File: config.mk
export PLATFORM = sky130hd
export DESIGN_NAME = apb_timer
export DESIGN_NICKNAME = d
export VERILOG_FILES = /design/src/rtl/apb_timer_pkg.sv /design/src/rtl/apb_slave_fsm.sv /design/src/rtl/apb_timer.sv
export SDC_FILE = /design/constraint.sdc
export NUM_CORES = 1
export LEC_CHECK = 0
export ABC_CLOCK_PERIOD_IN_PS = 3700
export BUFFER_PORTS_ARGS = -buffer_cell sky130_fd_sc_hd__buf_4
export CAP_MARGIN = 20
export CORE_ASPECT_RATIO = 1.4
export CORE_MARGIN = 10
export CORE_UTILIZATION = 60
export DETAILED_ROUTE_END_ITERATION = 8
export PLACE_DENSITY = 0.8
export SYNTH_ARGS = -nofsm -noshare
export SYNTH_HDL_FRONTEND = slang
export SYNTH_SLANG_ARGS = --single-unit
File: constraint.sdc
create_clock -name APB_PCLK -period 3.7 [get_ports APB_PCLK]
set_input_delay 0.555 -clock APB_PCLK [delete_from_list [all_inputs] [get_ports APB_PCLK]]
set_output_delay 0.555 -clock APB_PCLK [all_outputs]
set_load 0.01 [all_outputs]
File: src/rtl/apb_timer_pkg.sv
// Shared definitions for the APB machine timer: register offsets, CTRL field
// positions, slave FSM state encoding and a byte-strobe merge helper.
package apb_timer_pkg;

  localparam logic [7:0] TMR_MTIME_LO = 8'h00;
  localparam logic [7:0] TMR_MTIME_HI = 8'h04;
  localparam logic [7:0] TMR_CMP_LO   = 8'h08;
  localparam logic [7:0] TMR_CMP_HI   = 8'h0C;
  localparam logic [7:0] TMR_CTRL     = 8'h10;
  localparam logic [7:0] TMR_STATUS   = 8'h14;

  localparam int CTRL_EN      = 0;
  localparam int CTRL_IRQ_EN  = 1;
  localparam int CTRL_PSC_LSB = 8;
  localparam int CTRL_PSC_MSB = 15;

  typedef enum logic {
    ST_IDLE   = 1'b0,
    ST_ACCESS = 1'b1
  } apb_state_e;

  function automatic logic [31:0] apply_strb(input logic [31:0] old_val,
                                             input logic [31:0] wdata,
                                             input logic [3:0]  strb);
    logic [31:0] res;
    res = old_val;
    for (int i = 0; i < 4; i++) begin
      if (strb[i]) res[8*i +: 8] = wdata[8*i +: 8];
    end
    return res;
  endfunction

endpackage

File: src/rtl/apb_slave_fsm.sv
// Reusable APB slave handshake: IDLE/ACCESS sequencing, wait-state down-counter,
// registered pready and single-cycle commit/abort strobes.
//
// state     | meaning
// ST_IDLE   | no transfer in progress, waiting for a setup phase
// ST_ACCESS | transfer selected; counting wait states, then pready until commit
module apb_slave_fsm
  import apb_timer_pkg::*;
#(
  parameter int unsigned WAIT_STATES = 0
) (
  input  logic clk_i,
  input  logic rst_ni,
  input  logic psel_i,
  input  logic penable_i,
  output logic pready_o,
  output logic commit_o,
  output logic abort_o
);

  localparam logic [3:0] WAIT_INIT = 4'(WAIT_STATES);

  apb_state_e state_q, state_d;
  logic [3:0] wait_q, wait_d;
  logic       pready_q, pready_d;

  always_comb begin
    state_d  = state_q;
    wait_d   = wait_q;
    pready_d = pready_q;
    commit_o = 1'b0;
    abort_o  = 1'b0;
    case (state_q)
      ST_IDLE: begin
        if (psel_i && !penable_i) begin
          state_d  = ST_ACCESS;
          wait_d   = WAIT_INIT;
          pready_d = (WAIT_INIT == 4'd0);
        end
      end
      ST_ACCESS: begin
        // Losing psel mid-transfer drops the transfer without a commit.
        if (!psel_i) begin
          abort_o  = 1'b1;
          state_d  = ST_IDLE;
          wait_d   = 4'd0;
          pready_d = 1'b0;
        end else if (penable_i && pready_q) begin
          commit_o = 1'b1;
          state_d  = ST_IDLE;
          pready_d = 1'b0;
        end else if (wait_q != 4'd0) begin
          wait_d   = wait_q - 4'd1;
          pready_d = (wait_q == 4'd1);
        end
      end
      default: state_d = ST_IDLE;
    endcase
  end

  always_ff @(posedge clk_i or negedge rst_ni) begin
    if (!rst_ni) begin
      state_q  <= ST_IDLE;
      wait_q   <= 4'd0;
      pready_q <= 1'b0;
    end else begin
      state_q  <= state_d;
      wait_q   <= wait_d;
      pready_q <= pready_d;
    end
  end

  assign pready_o = pready_q;

endmodule

File: src/rtl/apb_timer.sv
// APB machine timer: 64-bit prescaled counter, 64-bit compare, sticky pending
// flag with level interrupt, and a shadowed MTIME_HI for coherent 64-bit reads.
module apb_timer
  import apb_timer_pkg::*;
#(
  parameter int ADDR_WIDTH  = 32,
  parameter int DATA_WIDTH  = 32,
  parameter int WAIT_STATES = 0
) (
  input  logic                  APB_PCLK,
  input  logic                  APB_PRESETn,
  input  logic [ADDR_WIDTH-1:0] APB_paddr,
  input  logic [DATA_WIDTH-1:0] APB_pdata,
  output logic [DATA_WIDTH-1:0] APB_prdata,
  input  logic                  APB_psel,
  input  logic                  APB_penable,
  input  logic                  APB_pwrite,
  input  logic [3:0]            APB_pstb,
  output logic                  APB_pready,
  output logic                  APB_perr,
  output logic                  interrupt
);

  logic        commit, abort_unused;
  logic [7:0]  offs;
  logic        addr_ok, wr_commit, rd_commit, tick;
  logic        unused_addr;

  logic [63:0] mtime_q, mtime_d, cmp_q, cmp_d;
  logic [31:0] shadow_q, shadow_d;
  logic [7:0]  psc_q, psc_d, pcnt_q, pcnt_d;
  logic        en_q, en_d, irq_en_q, irq_en_d;
  logic        pending_q, pending_d, irq_q;

  apb_slave_fsm #(.WAIT_STATES(WAIT_STATES)) u_fsm (
    .clk_i     (APB_PCLK),
    .rst_ni    (APB_PRESETn),
    .psel_i    (APB_psel),
    .penable_i (APB_penable),
    .pready_o  (APB_pready),
    .commit_o  (commit),
    .abort_o   (abort_unused)
  );

  assign unused_addr = ^APB_paddr[ADDR_WIDTH-1:8];
  assign offs        = APB_paddr[7:0];
  assign addr_ok     = (offs[1:0] == 2'b00) && (offs <= TMR_STATUS);
  assign wr_commit   = commit && APB_pwrite && addr_ok;
  assign rd_commit   = commit && !APB_pwrite && addr_ok;

  always_comb begin
    pcnt_d    = pcnt_q;
    tick      = 1'b0;
    cmp_d     = cmp_q;
    shadow_d  = shadow_q;
    psc_d     = psc_q;
    en_d      = en_q;
    irq_en_d  = irq_en_q;
    pending_d = pending_q;

    if (en_q) begin
      if (pcnt_q == psc_q) begin
        pcnt_d = 8'd0;
        tick   = 1'b1;
      end else begin
        pcnt_d = pcnt_q + 8'd1;
      end
    end else begin
      pcnt_d = 8'd0;
    end
    mtime_d = tick ? (mtime_q + 64'd1) : mtime_q;

    if (wr_commit) begin
      case (offs)
        TMR_MTIME_LO: mtime_d = {mtime_q[63:32], apply_strb(mtime_q[31:0], APB_pdata, APB_pstb)};
        TMR_MTIME_HI: mtime_d = {apply_strb(mtime_q[63:32], APB_pdata, APB_pstb), mtime_q[31:0]};
        TMR_CMP_LO:   cmp_d   = {cmp_q[63:32], apply_strb(cmp_q[31:0], APB_pdata, APB_pstb)};
        TMR_CMP_HI:   cmp_d   = {apply_strb(cmp_q[63:32], APB_pdata, APB_pstb), cmp_q[31:0]};
        TMR_CTRL: begin
          if (APB_pstb[0]) begin
            en_d     = APB_pdata[CTRL_EN];
            irq_en_d = APB_pdata[CTRL_IRQ_EN];
          end
          if (APB_pstb[1]) begin
            psc_d  = APB_pdata[CTRL_PSC_MSB:CTRL_PSC_LSB];
            pcnt_d = 8'd0;
          end
        end
        TMR_STATUS: if (APB_pstb[0] && APB_pdata[0]) pending_d = 1'b0;
        default: ;
      endcase
    end

    if (rd_commit && offs == TMR_MTIME_LO) shadow_d = mtime_q[63:32];

    // Applied after the clear so a simultaneous set wins.
    if (mtime_q >= cmp_q) pending_d = 1'b1;
  end

  always_ff @(posedge APB_PCLK or negedge APB_PRESETn) begin
    if (!APB_PRESETn) begin
      mtime_q   <= 64'd0;
      cmp_q     <= '1;
      shadow_q  <= 32'd0;
      psc_q     <= 8'd0;
      pcnt_q    <= 8'd0;
      en_q      <= 1'b0;
      irq_en_q  <= 1'b0;
      pending_q <= 1'b0;
      irq_q     <= 1'b0;
    end else begin
      mtime_q   <= mtime_d;
      cmp_q     <= cmp_d;
      shadow_q  <= shadow_d;
      psc_q     <= psc_d;
      pcnt_q    <= pcnt_d;
      en_q      <= en_d;
      irq_en_q  <= irq_en_d;
      pending_q <= pending_d;
      irq_q     <= pending_q & irq_en_q;
    end
  end

  // Read data is driven straight from registers while pready is up, so the LO
  // value returned matches the HI half captured into the shadow at commit.
  always_comb begin
    APB_prdata = '0;
    if (APB_pready && addr_ok && !APB_pwrite) begin
      case (offs)
        TMR_MTIME_LO: APB_prdata = mtime_q[31:0];
        TMR_MTIME_HI: APB_prdata = shadow_q;
        TMR_CMP_LO:   APB_prdata = cmp_q[31:0];
        TMR_CMP_HI:   APB_prdata = cmp_q[63:32];
        TMR_CTRL:     APB_prdata = {16'h0, psc_q, 6'h0, irq_en_q, en_q};
        TMR_STATUS:   APB_prdata = {31'h0, pending_q};
        default:      APB_prdata = '0;
      endcase
    end
  end

  assign APB_perr  = APB_pready && !addr_ok;
  assign interrupt = irq_q;

endmodule

# Word-level counts from Yosys, hierarchy flattened
# Cells that the tools add are included.
# totals
reg_bits	186
in_bits	73
word_cells	136
# classes
addsub	3
magnitude_cmp	2
eq_ne	21
n_mux	38
bitwise	4
n_reduce_logical	42
# op_table
op	count
$pmux W64 S2	2
$pmux W32 S6	1
$mux W64	2
$mux W8	9
$add A64 B1 Y64 const B	1
$ge A64 B64 Y1	1
$mux W32	1
$reduce_and A4 Y1	8
$ne A3 B3 Y1 const B	10
$reduce_and A2 Y1	9
$eq A8 B4 Y1 const B	2
$eq A8 B5 Y1 const B	2
$mux W1	16
$mux W4	4
$logic_and A1 B1 Y1	12
$reduce_and A3 Y1	4
$add A8 B1 Y8 const B	1
$eq A8 B3 Y1 const B	1
$eq A8 B8 Y1	1
$le A8 B5 Y1 const B	1
$logic_not A8 Y1	1
$pmux W4 S2	1
$reduce_bool A2 Y1	3
$eq A4 B1 Y1 const B	1
other kinds (10)	16

# Depth between registers and ports, before layout
# logic_depth
depth_word	8
depth_mapped	9
mapped_depth_nobuf	8

# Modules after synthesis
# Synthesis repeated with hierarchy kept, for this count alone.
# hier_totals
cells_unflattened	1261
hier_area_um2	11971.5
# by_module_without_submodules
mod	instances	cells_per_inst	area_per_inst_um2	seq_area_each_um2
apb_timer	1	1219	11561.1	4584.4
apb_slave_fsm	1	42	410.4	150.1

# Worst setup path after synthesis
# Ideal clock, no wire load.
# synth_path
path_type	in2out
startpoint	input port APB_paddr[0]
endpoint	output port APB_prdata[6]
arrival_time_ns	2.407
required_time_ns	3.145
path_slack_ns	0.738
stages	6
path_cell_list	or4_1 nor4b_1 buf_2 buf_1 a222oi_1 a21oi_1
# synth_between
elab_chain_cells	5
word_cells_on_any_way	13
classes_between	order compare (1); eq/ne (5); mux (2); reduce/logical (5)
# synth_lines
item	line	rtl
start, declared	apb_timer.sv:12	input logic [ADDR_WIDTH-1:0] APB_paddr,
$le A8 B5 Y1 / $logic_not A2 Y1 (equally long branches)	apb_timer.sv:47	assign addr_ok = (offs[1:0] == 2'b00) && (offs <= TMR_STATUS);
$logic_and A1 B1 Y1	apb_timer.sv:47	
$logic_and A1 B1 Y1 (2 in a row)	apb_timer.sv:128	if (APB_pready && addr_ok && !APB_pwrite) begin
$mux W32 (*)	apb_timer.sv:128	
end, declared	apb_timer.sv:14	output logic [DATA_WIDTH-1:0] APB_prdata,
# Every way passes the cells marked *; elsewhere a longest branch is shown, timed or not.

# Final worst setup path
# layout_path
startpoint	input port APB_paddr[0]
endpoint	output port APB_prdata[20]
# The elaborated chain is that of the path after synthesis.

==> results.ini <==
[power]
switching_share_pct = 22.7
comb_power_share_pct = 6.2
pwr-share-seq_pct = 45.8
clkPwrFrac_pct = 48.0
p_int_mw = 3.53
power_switching_mw = 1.04
p_leak_nw = 5.66
ir_worst_vdd_v = 0.000407
p_per_area_mw_per_mm2 = 330

[layout]
final_cell_mix = nand2_1 (191), dfrtp_1 (122), buf_4 (116)
ff_latch_area_mm2 = 0.00473
finish.utilization_pct = 69.8
areaGrowthSynthToFinish_pct = 14.2
multiInputGateArea_mm2 = 0.00684
final_common_cell = nand2_1
antenna_cells = 0
fillCellCount = 1599
drive_above_1_share_pct = 21.5
fin_nets = 1575

[logic_synthesis]
yosys_warnings = 0
synthAdderAreaFrac_pct = 7.02
syn-cell-area_mm2 = 0.0121
synthArstFlopShare_pct = 100
synth-seq-cells = 186
synthCells = 1366
synth_nets = 1507
synth_top_family_by_area = simple AND/OR/NAND/NOR gates
synth_top_area_share_pct = 25.2
synth-main-ff-cell = dfrtp_1
synth_xor_area_share_pct = 1.30
ys_types = 72
syn_avg_cell_area_um2 = 8.88
yosysSeqAreaShare_pct = 39.0
synthTopCellsByArea = dfrtp_1 (25%), dfstp_2 (14%), ha_1 (7.0%), mux2_2 (6.7%), nand2_1 (5.9%)
synthSimpleGateAreaFrac_pct = 21.3
synth_edf_count = 0
synth_compound_area_share_pct = 19.2
synth_mux_area_share_pct = 7.37
yosysTopAreaCell = dfrtp_1

[clock_tree]
cts_tree = yes
htreeDepth = 4
clock_latency_ps = 440
clock_path_buffers = 2
root_buffer = clkbuf_16
path_clk_slew_ps = 70
cts.sinks = 186
numCtsBuffers = 17
cts_hold_buf = 0
post_cts_buffers = 0
cts_resized = 0

[worst_setup_path]
r2r-start = pcnt_q[6]$_DFF_PN0_
critPathLaunch = APB_paddr[0]
crit_type = input port to primary output
start_kind = input port
required_ps = 3140
crit_fanout = 25
critPathArrivalTime_ps = 2630
crit_path_end_kind = primary output

[detailed_routing]
totalWireLength_mm = 40.2
num_vias = 11800
wirelength_met1_mm = 14.7
drcViolationCount = 0
vias_per_cell = 6.94
drtIter0Drc = 1607
wl_met3_mm = 3.60
top_layer_used = met4
detail_route.wl_per_cell_um = 23.6
ant_nets = 0
wl_met2_mm = 19.7
drt_pass1_iterations = 7

[timing]
setup-violations-final = 0
rsz0062_at_grt = no
worstMarginPinSlew_ps = 939
fin_crit_sh_pct = 86.0
min_period_ps = 3180
slew_headroom_pct = 37.4
finalSetupTns_ps = 0
skew_ps = 10.4
fmax_mhz = 314
drv_slew = 0
finalHoldViolations = 0

[grt]
grt_pass1_vias = 11600
grt_pass1_wl_mm = 63.3
overflow = 0
grt_antenna_before_repair = 0
grt_max_degree = 97
track_usage_pct = 29.5

[placement]
gp_congestion = 1.01
portBuffers = 83
hpwl_mm = 28.4

[min_path]
hold_class = input port to async pin

[floorplan]
rows = 61
die_area_mm2 = 0.0264
die_w_um = 140
initial_utilization_pct = 61.1
io_pins = 108
die_y_um = 188
core_area_mm2 = 0.0198

[run_status]
status = completed

[job]
maxCapViolCount = 0

## power groups by stage
stage,combinational (mW),clock (mW),sequential (mW)
after floorplan,0.116,0,2.12
after global placement,0.273,0,2.12
after detailed placement,0.279,0,2.13
after CTS,0.280,2.20,2.09
after global routing,0.308,2.29,2.09
final,0.283,2.20,2.09
## layer usage
layer  vias to the layer above  GRT usage (%)
li1                       5228              -
met1                      5683           35.9
met2                       709           48.5
met3                       168           4.93
met4                         0           16.5
met5                         -              0
## registers in the layout (all words and copies together), names as in the netlist
name            cells
mtime_q            64
psc_q               8
pending_q           1
cmp_q              64
u_fsm.pready_o      1
shadow_q           32
irq_en_q            1
interrupt           1
en_q                1
u_fsm.wait_q        4
u_fsm.state_q       1
pcnt_q              8
## stage by stage
step           cells  cell area, um2  hold WS [ps]  worst slack (ps)  total power, mW
4_1_cts         1699           13900           262               549             4.57
3_5_place_dp    1667           13200           480               556             2.41
5_1_grt         1699           13900           289               432             4.69
2_1_floorplan   1366           12100           259               738             2.23
3_3_place_gp    1667           13200           471               618             2.40
6_report        1699           13900           217               519             4.57
## critical path: stages
cell and delay (ps):
buf_4 120, or4_1 630, nor3_1 240, and3_1 190, buf_4 360, a222oi_1 120, a21oi_1 240, buf_4 160
## final cells by class
cell class                      instances  area share (%)
Inverter                               80            2.17
Tap cell                              252            2.28
Clock inverter                         11            1.73
Sequential cell                       186            34.2
Timing Repair Buffer                  121            6.95
Multi-Input combinational cell       1028            49.4
Clock buffer                           21            3.32
## synth_stat cells (5+ instances only)
library cell and count:
nand2_1 191, dfrtp_1 122, a21oi_1 95, o21ai_0 83, inv_1 80, mux2_2 72
nand3_1 70, ha_1 68, dfstp_2 64, nor2_1 62, clkbuf_1 61, nor3_1 37
a222oi_1 32, nand4_1 32, and3_1 24, a22oi_1 18, nor4_1 18, a21o_1 14
and4_1 14, xor2_1 12, a211oi_1 10, a31oi_1 10, and2_1 10, a311oi_1 9
o211ai_1 9, or4_1 9, nand2b_1 8, or3_1 8, o22ai_1 7, a221oi_1 6
mux2i_1 6, xnor2_1 6, buf_1 5, buf_2 5, nand3b_1 5, nor4b_1 5
o31ai_1 5
## worst paths after layout
| check | cells past startpoint | to | slack (ps) |
|---|---|---|---|
| min in group APB_PCLK | 2 | u_fsm.state_q$_DFF_PN0_ | 340 |
| worst min register to register | 2 | cmp_q[19]$_DFFE_PN1P_ | 490 |
| worst max register to register | 6 | mtime_q[32]$_DFFE_PN0P_ | 680 |
| worst min-delay path | 1 | shadow_q[26]$_DFFE_PN0P_ | 220 |
| worst max-delay path | 8 | APB_prdata[20] | 520 |
| max in group asynchronous | 2 | cmp_q[49]$_DFFE_PN1P_ | 2560 |
## logic make-up after synthesis
family | after synthesis
compound gates | 348
flops | 186
fa+ha+maj | 68
simple gates | 515
buf+inv | 152
xor+xnor | 18
mux | 79
(Power assumes the default switching activity.)
